File: config.mk
export PLATFORM = sky130hd
export DESIGN_NAME = module_pc_sequencer
export DESIGN_NICKNAME = d
export VERILOG_FILES = /design/src/rtl/module_pc_sequencer.sv
export SDC_FILE = /design/constraint.sdc
export NUM_CORES = 1
export LEC_CHECK = 0
export CAP_MARGIN = 20
export CORE_MARGIN = 2
export CORE_UTILIZATION = 49
export DETAILED_ROUTE_END_ITERATION = 8
export GPL_TIMING_DRIVEN = 0
export PLACE_DENSITY = 0.8
export SLEW_MARGIN = 20
export SYNTH_ARGS = -nofsm -noshare
export SYNTH_HDL_FRONTEND = slang
export SYNTH_SLANG_ARGS = --single-unit
File: constraint.sdc
create_clock -name clk -period 1.8 [get_ports clk]
set_clock_uncertainty 0.05 [all_clocks]
set_input_delay 0.45 -clock clk [delete_from_list [all_inputs] [get_ports clk]]
set_output_delay 0.45 -clock clk [all_outputs]
set_load 0.01 [all_outputs]
File: src/rtl/module_pc_sequencer.sv
// Fetch/branch sequencer for module_PC. It holds the PC cleared through a
// power-up interval, then runs a two-cycle FETCH/EXEC loop. Each instruction
// is decoded into a registered pc_op/pc_o command, and the block keeps a
// small return-address stack for CALL/RET.
`timescale 1ns/1ps
module module_pc_sequencer #(
    parameter int ANCHO    = 4,
    parameter int PROF     = 4,
    parameter int ARRANQUE = 645
) (
    input  logic                 clk,
    input  logic                 rst_n,
    input  logic                 run_i,
    input  logic [3+ANCHO-1:0]   instr_i,
    input  logic                 cond_i,
    input  logic [ANCHO-1:0]     pc_i,
    input  logic [ANCHO-1:0]     pcinc_i,
    output logic [1:0]           pc_op_o,
    output logic [ANCHO-1:0]     pc_o,
    output logic                 halt_o,
    output logic                 err_o
);

    localparam int INSTR_W = 3 + ANCHO;
    localparam int CW      = $clog2(ARRANQUE + 1);
    localparam int SPW     = $clog2(PROF + 1);
    localparam int IW      = (PROF > 1) ? $clog2(PROF) : 1;

    localparam logic [CW-1:0]  CNT_LAST = CW'(ARRANQUE - 1);
    localparam logic [SPW-1:0] SP_FULL  = SPW'(PROF);
    localparam logic [SPW-1:0] SP_ONE   = SPW'(1);

    localparam logic [2:0] S_ARRANQUE = 3'd0;
    localparam logic [2:0] S_IDLE     = 3'd1;
    localparam logic [2:0] S_FETCH    = 3'd2;
    localparam logic [2:0] S_EXEC     = 3'd3;
    localparam logic [2:0] S_HALT     = 3'd4;

    localparam logic [2:0] OP_NOP  = 3'b000;
    localparam logic [2:0] OP_JMP  = 3'b001;
    localparam logic [2:0] OP_JZ   = 3'b010;
    localparam logic [2:0] OP_CALL = 3'b011;
    localparam logic [2:0] OP_RET  = 3'b100;
    localparam logic [2:0] OP_HALT = 3'b101;

    localparam logic [1:0] PC_CLR  = 2'b00;
    localparam logic [1:0] PC_HOLD = 2'b01;
    localparam logic [1:0] PC_INC  = 2'b10;
    localparam logic [1:0] PC_LOAD = 2'b11;

    logic [2:0]       state_q, state_d;
    logic [CW-1:0]    cnt_q, cnt_d;
    logic [SPW-1:0]   sp_q, sp_d;
    logic [1:0]       pc_op_q, pc_op_d;
    logic [ANCHO-1:0] pc_o_q, pc_o_d;
    logic             halt_q, halt_d;
    logic             err_q, err_d;
    logic             push;

    // Stack storage is rounded up to a power of two so indices never run out of range.
    logic [ANCHO-1:0] stk_q [2**IW];

    logic [2:0]       opcode;
    logic [ANCHO-1:0] target;
    logic [IW-1:0]    wr_idx, rd_idx;

    assign opcode = instr_i[INSTR_W-1:ANCHO];
    assign target = instr_i[ANCHO-1:0];
    assign wr_idx = IW'(sp_q);
    assign rd_idx = IW'(sp_q - SP_ONE);

    // Next-state, command decode and stack-pointer update.
    always_comb begin
        state_d = state_q;
        cnt_d   = cnt_q;
        sp_d    = sp_q;
        pc_op_d = pc_op_q;
        pc_o_d  = pc_o_q;
        halt_d  = halt_q;
        err_d   = err_q;
        push    = 1'b0;
        case (state_q)
            S_ARRANQUE: begin
                pc_op_d = PC_CLR;
                if (cnt_q == CNT_LAST) begin
                    state_d = S_IDLE;
                    pc_op_d = PC_HOLD;
                end else begin
                    cnt_d = cnt_q + 1'b1;
                end
            end
            S_IDLE: begin
                pc_op_d = PC_HOLD;
                if (run_i) state_d = S_FETCH;
            end
            S_FETCH: begin
                pc_op_d = PC_HOLD;
                if (!run_i) begin
                    state_d = S_IDLE;
                end else begin
                    state_d = S_EXEC;
                    // Non-load commands leave pc_o pointing at the instruction just decoded.
                    pc_o_d  = pc_i;
                    pc_op_d = PC_INC;
                    case (opcode)
                        OP_JMP: begin
                            pc_op_d = PC_LOAD;
                            pc_o_d  = target;
                        end
                        OP_JZ: begin
                            if (!cond_i) begin
                                pc_op_d = PC_LOAD;
                                pc_o_d  = target;
                            end
                        end
                        OP_CALL: begin
                            if (sp_q == SP_FULL) begin
                                pc_op_d = PC_HOLD;
                                err_d   = 1'b1;
                                halt_d  = 1'b1;
                                state_d = S_HALT;
                            end else begin
                                push    = 1'b1;
                                sp_d    = sp_q + SP_ONE;
                                pc_op_d = PC_LOAD;
                                pc_o_d  = target;
                            end
                        end
                        OP_RET: begin
                            if (sp_q == '0) begin
                                pc_op_d = PC_HOLD;
                                err_d   = 1'b1;
                                halt_d  = 1'b1;
                                state_d = S_HALT;
                            end else begin
                                sp_d    = sp_q - SP_ONE;
                                pc_op_d = PC_LOAD;
                                pc_o_d  = stk_q[rd_idx];
                            end
                        end
                        OP_HALT: begin
                            pc_op_d = PC_HOLD;
                            halt_d  = 1'b1;
                            state_d = S_HALT;
                        end
                        default: pc_op_d = PC_INC;
                    endcase
                end
            end
            S_EXEC: begin
                pc_op_d = PC_HOLD;
                state_d = S_FETCH;
            end
            S_HALT: begin
                pc_op_d = PC_HOLD;
                halt_d  = 1'b1;
            end
            default: begin
                state_d = S_ARRANQUE;
                cnt_d   = '0;
                pc_op_d = PC_CLR;
            end
        endcase
    end

    // Control and output registers; reset restarts the power-up interval and empties the stack.
    always_ff @(posedge clk or negedge rst_n) begin
        if (!rst_n) begin
            state_q <= S_ARRANQUE;
            cnt_q   <= '0;
            sp_q    <= '0;
            pc_op_q <= PC_CLR;
            pc_o_q  <= '0;
            halt_q  <= 1'b0;
            err_q   <= 1'b0;
        end else begin
            state_q <= state_d;
            cnt_q   <= cnt_d;
            sp_q    <= sp_d;
            pc_op_q <= pc_op_d;
            pc_o_q  <= pc_o_d;
            halt_q  <= halt_d;
            err_q   <= err_d;
        end
    end

    // Return-address storage; contents are meaningless above sp so no reset is needed.
    always_ff @(posedge clk) begin
        if (push) stk_q[wr_idx] <= pcinc_i;
    end

    assign pc_op_o = pc_op_q;
    assign pc_o    = pc_o_q;
    assign halt_o  = halt_q;
    assign err_o   = err_q;

endmodule

# After elaboration in Yosys (flattened, before gate mapping)
# Memories as Yosys holds them, arrays and structs flattened.
# Index checks and enable logic that the tools add are counted.
op_classes:
  addsub: 3
  eq_ne: 22
  n_mux: 35
  n_bitwise: 2
  n_reduce_logical: 12
ops:
  columns: ["operator", "count"]
  rows:
  - ["two-way mux 3 bit", 7]
  - ["case mux 10 bit (2 select lines)", 1]
  - ["inequality test 2 bit (second input constant)", 8]
  - ["case mux 4 bit (4 select lines)", 1]
  - ["case mux 3 bit (5 select lines)", 1]
  - ["AND reduction 5 bit", 3]
  - ["== test 3 x 2 -> 1 bit (second input constant)", 4]
  - ["== test 3 bit (second input constant)", 4]
  - ["two-way mux 4 bit", 3]
  - ["two-way mux 1 bit", 11]
  - ["adder 10 x 1 -> 10 bit (second input constant)", 1]
  - ["== test 10 bit (second input constant)", 1]
  - ["two-way mux 10 bit", 1]
  - ["case mux 2 bit (5 select lines)", 1]
  - ["case mux 3 bit (3 select lines)", 1]
  - ["== test 3 x 1 -> 1 bit (second input constant)", 2]
  - ["zero test 3 bit", 2]
  - ["two-way mux 2 bit", 3]
  - ["inequality test 3 bit (second input constant)", 2]
  - ["case mux 2 bit (3 select lines)", 1]
  - ["case mux 3 bit (2 select lines)", 1]
  - ["inequality test 4 x 2 -> 1 bit (second input constant)", 1]
  - ["case mux 1 bit (2 select lines)", 2]
  - ["AND reduction 2 bit", 2]
  - ["other kinds (8)", 10]
totals:
  ff_bits: 24
  ramBits: 16
  in_bits: 19
  word_cells: 82
  n_memories: 1
mem_list:
  columns: ["memory", "depth", "width", "read_ports", "rd_ports_with_merged_regs", "wr", "line_no", "text"]
  rows:
  - ["stk_q", 4, 4, 1, 0, 1, "61", "logic [ANCHO-1:0] stk_q [2**IW];"]

# Longest topological paths before layout
logic_depth:
  depth_word: 7
  depth_mapped: 8
  depth_no_buf: 6

# Least setup slack after synthesis
# Ideal clock, no wire load.
synth_timing:
  path_type: "flip-flop to flip-flop"
  start: "register sp_q[0]"
  end: "register pc_o_q[0], in the netlist pc_o[0]"
  setup_time_ps: 135
  t_arrival_ps: 1588
  required_time_ps: 1615
  path_slack_ps: 27
  path_stages_with_launch: 9
  n_path_buf: 2
  cell_sequence: "dfrtp_1 buf_2 inv_1 ha_1 nand2b_1 buf_1 a21oi_1 a32oi_1 o21ai_0"
synth_between:
  elab_chain_cells: 4
  elab_cells_between_ends: 7
synth_rtl:
  columns: ["element", "line_no", "text"]
  rows:
  - ["start, declared", "53", "logic [SPW-1:0] sp_q, sp_d;"]
  - ["start signal, assigned", "179", "sp_q <= sp_d;"]
  - ["subtractor 3 x 1 -> 3 bit", null, null]
  - ["memory (4 x 4 bit)", null, null]
  - ["two-way mux 4 bit", "130", "if (sp_q == '0) begin"]
  - ["case mux 4 bit (4 select lines) *", "105", "case (opcode)"]
  - ["end signal, assigned", "181", "pc_o_q <= pc_o_d;"]
  - ["end, declared", "55", "logic [ANCHO-1:0] pc_o_q, pc_o_d;"]
# Mark *: on every way between the ends. The rest lies on a longest branch, timed or not.
# A chain may end at the register's enable or synchronous reset.

# Final worst setup path
layout_timing:
  start: "input run_i"
  end: "memory stk_q[3][0], enable pin"
layout_between:
  elab_chain_cells: 4
layout_rtl:
  columns: ["element", "line_no", "text"]
  rows:
  - ["start, declared", "13", "input logic run_i,"]
  - ["two-way mux 1 bit", "98", "if (!run_i) begin"]
  - ["two-way mux 1 bit", "82", "case (state_q)"]
  - ["two-way mux 1 bit", "189", "if (push) stk_q[wr_idx] <= pcinc_i;"]
  - ["two-way mux 1 bit (not written as such)", "189", null]
  - ["end, declared", "61", null]
# Every way passes these cells.

==> summary.md <==
| Metric | Value |
|---|---|
| Gpl congestion | `0.8133` |
| Final non-filler cell total | `280` |
| Die height | `69.85 um` |
| DP Area | `0.002427 mm^2` |
| WP data arrival | `1.72 ns` |
| P_sw | `0.0003814 W` |
| Clock Tree Buf Depth | `2` |
| Synthesis Warnings | `0` |
| DRC | `0` |
| Rows | `23` |
| Fmax | `0.5664 GHz` |
| Crit-path slowest cell | `clkdlybuf4s50_1` |
| Min-Delay Path Class | `input port to asynchronous set/reset pin` |
| H-tree depth | `2` |
| Final nets | `256` |
| Core area | `0.004086 mm^2` |
| Switch share | `21.18%` |
| Pre-antenna DRT Iters | `4` |
| Leak | `1.075 nW` |
| Max Cap Violations | `0` |
| Clock Latency Late Sink | `0.29 ns` |
| IO Pins | `27` |
| Chip width | `69.85 um` |
| Initial DRC count | `47` |
| Status | `complete, no violations` |
| Final hold violations | `0` |
| Routed vias | `1606` |
| Initial antenna violation count | `0` |
| Power consumption | `0.001801 W` |
| Post-Syn Area | `0.002125 mm^2` |
| Register area | `0.001081 mm^2` |
| Netlist cell types | `53` |
| Reg2reg end | `cnt_q[8]$_DFFE_PN0P_` |
| Final period util | `98.08%` |
| CTS Buf Count | `5` |
| Top fanout value on the critical path | `4` |
| Final min period | `1.765 ns` |
| Setup crit start kind | `input port` |
| Final setup fails | `0` |
| Routed vias/inst | `5.736` |
| DRT Wirelength | `4.445 mm` |
| TritonCTS clock tree | `built` |
| GR Overflow Total | `0` |
| Global-route wire length before repair | `7.286 mm` |
| Most common cell after layout, fill and taps aside | `dfrtp_1` |
| Vias in the first global route | `1583` |
| Footprint of the multi-input gates | `0.001045 mm^2` |
| Most frequent cells in the layout | `24 x dfrtp_1, 22 x clkdlybuf4s50_1, 19 x nand2_1` |
| CP Class | `input port to flip-flop` |
| Inserted Diodes | `0` |
| CTS clock-pin slew for the worst setup and hold paths | `0.08 ns` |
| Asr flop ratio synth | `60.00%` |
| Cell count after synthesis | `187` |
| Fin Hold WS | `0.08057 ns` |
| Fin area | `0.002713 mm^2` |
| Syn_nets | `214` |
| Placed Cells | `261` |
| Crit. End Element | `flip-flop` |
| Required time of the critical path | `1.76 ns` |
| Initial core utilization | `51.99%` |
| Number of antenna-violating nets in the routed design | `0` |
| Combinational Power Share | `6.1%` |
| Synth Register Bits | `40` |
| CP max stage delay | `0.55 ns` |
| Register area share after synthesis | `50.88%` |
| Final Slew Violations | `0` |
| Fraction of layout cells with a size suffix above 1 | `24.78%` |
| Layout area overhead | `27.68%` |
| Num Clock Sinks | `40` |
| Flop pwr share | `52.6%` |
| VDD IR max | `0.4905 mV` |
| Critical R2R Launch | `cnt_q[1]$_DFFE_PN0P_` |
| Worst slew pin tran | `0.5403 ns` |
| Fillers | `325` |
| Wirelength per Cell | `15.88 um` |
| Critical path cell sequence | `clkdlybuf4s50_1, nor4bb_4, and3_4, and2_2` |
| Internal power | `0.001419 W` |
| Avg Cell Area, Syn | `11.36 um^2` |
| Most common flop cell mapped by yosys | `dfrtp_1` |
| CP Buf/Inv Count | `1` |
| Setup TNS | `0 ns` |
| CTS root buf | `clkbuf_8` |
| Die ar. | `0.004878 mm^2` |
| Headroom to the max-slew limit | `63.98%` |
| Largest net degree at the start of global routing | `25` |
| GRT Util Overall | `18.80%` |
| Cell Pwr Density | `663.9 mW/mm^2` |
| R2R depth | `4` |
| Final HPWL DP | `3.142 mm` |
| Clock network power share | `41.3%` |
| Reg2Reg Setup Slack | `0.09 ns` |
| PortBufs | `24` |
| EDFF count, synth | `16` |
| Cell family with most CP delay | `simple AND/OR/NAND/NOR gates` |
## cell type report
type	instances	area share, %
clock buffers	5	2.537
well taps	50	2.306
inverters	8	1.107
multi-input cells	129	38.51
flip-flops and latches	40	39.85
clock inverters	3	1.707
repair buffers	37	12.36
plain buffers	8	1.614
## synth_stat cells (all sizes together) (6+ instances only)
| master | instances | area, um^2 |
|---|---|---|
| buf | 6 | 28.77 |
| inv | 8 | 30.03 |
| o21ai | 10 | 50.05 |
| nor2 | 8 | 30.03 |
| a21oi | 9 | 45.04 |
| edfxtp | 16 | 480.5 |
| dfrtp | 24 | 600.6 |
| a32oi | 8 | 70.07 |
| nand2 | 20 | 75.07 |
| ha | 8 | 100.1 |
## state kept, by name, summed over array words and instances (netlist names)
signal and cells:
stk_q 16, sp_q 3, pc_op_o 2, state_q 3, halt_o 1, cnt_q 10
err_o 1, pc_o 4
## worst max path at each step
| stage | startpoint | to | slack (ns) | cells after the start |
|---|---|---|---|---|
| final | run_i | stk_q[3][0]$_DFFE_PP_ | 0.03 | 4 |
| after global routing | run_i | stk_q[1][1]$_DFFE_PP_ | -0.009 | 4 |
| after CTS | instr_i[6] | state_q[0]$_DFFE_PN0P_ | 0.0002 | 5 |
| after detailed placement | run_i | stk_q[2][0]$_DFFE_PP_ | -0.69 | 4 |
| after global placement | run_i | stk_q[2][0]$_DFFE_PP_ | -0.68 | 4 |
| after floorplan | sp_q[0]$_DFFE_PN0P_ | pc_o[0]$_DFFE_PN0P_ | 0.03 | 8 |
## cells by family (layout without fill, tap and decap cells)
family | count (synthesis) | count (layout) | synth area share (%)
compound gates | 49 | 49 | 17.20
xor+xnor | 4 | 4 | 1.649
fa+ha+maj | 8 | 8 | 4.712
buf+inv | 18 | 61 | 3.474
flops | 40 | 40 | 50.88
mux | 8 | 8 | 6.125
simple gates | 60 | 60 | 15.96
## stage by stage
step	util (%)	setup slack (ns)
2_1_floorplan	-	0.02691
3_3_place_gp	59.40	-0.6816
3_5_place_dp	59.40	-0.6866
4_1_cts	64.36	0.0002460
5_1_grt	66.38	-0.008975
6_report	66.38	0.03459
## power by group through the flow
stage          combinational [W]  sequential [W]  clock, W
2_1_floorplan          0.0000409        0.000967         0
3_5_place_dp            0.000101        0.000967         0
5_1_grt                 0.000120        0.000948  0.000806
6_report                0.000110        0.000947  0.000744
3_3_place_gp           0.0000997        0.000967         0
4_1_cts                 0.000108        0.000948  0.000767
## timing repair
action,4_1_cts,5_1_grt
hold buffers,0,0
endpoints found under the setup margin,30,30
setup buffers,6,7
pin swaps,2,4
gates resized for setup,13,11
## per-layer routing
layer	vias to the layer above	global-route usage, %	wire, um
li1	787	-	-
met1	777	23.72	1892
met2	31	32.06	2318
met3	11	4.360	130
met4	0	5.769	104
met5	-	0	0
Note: power is estimated with default switching activity, not from simulation.
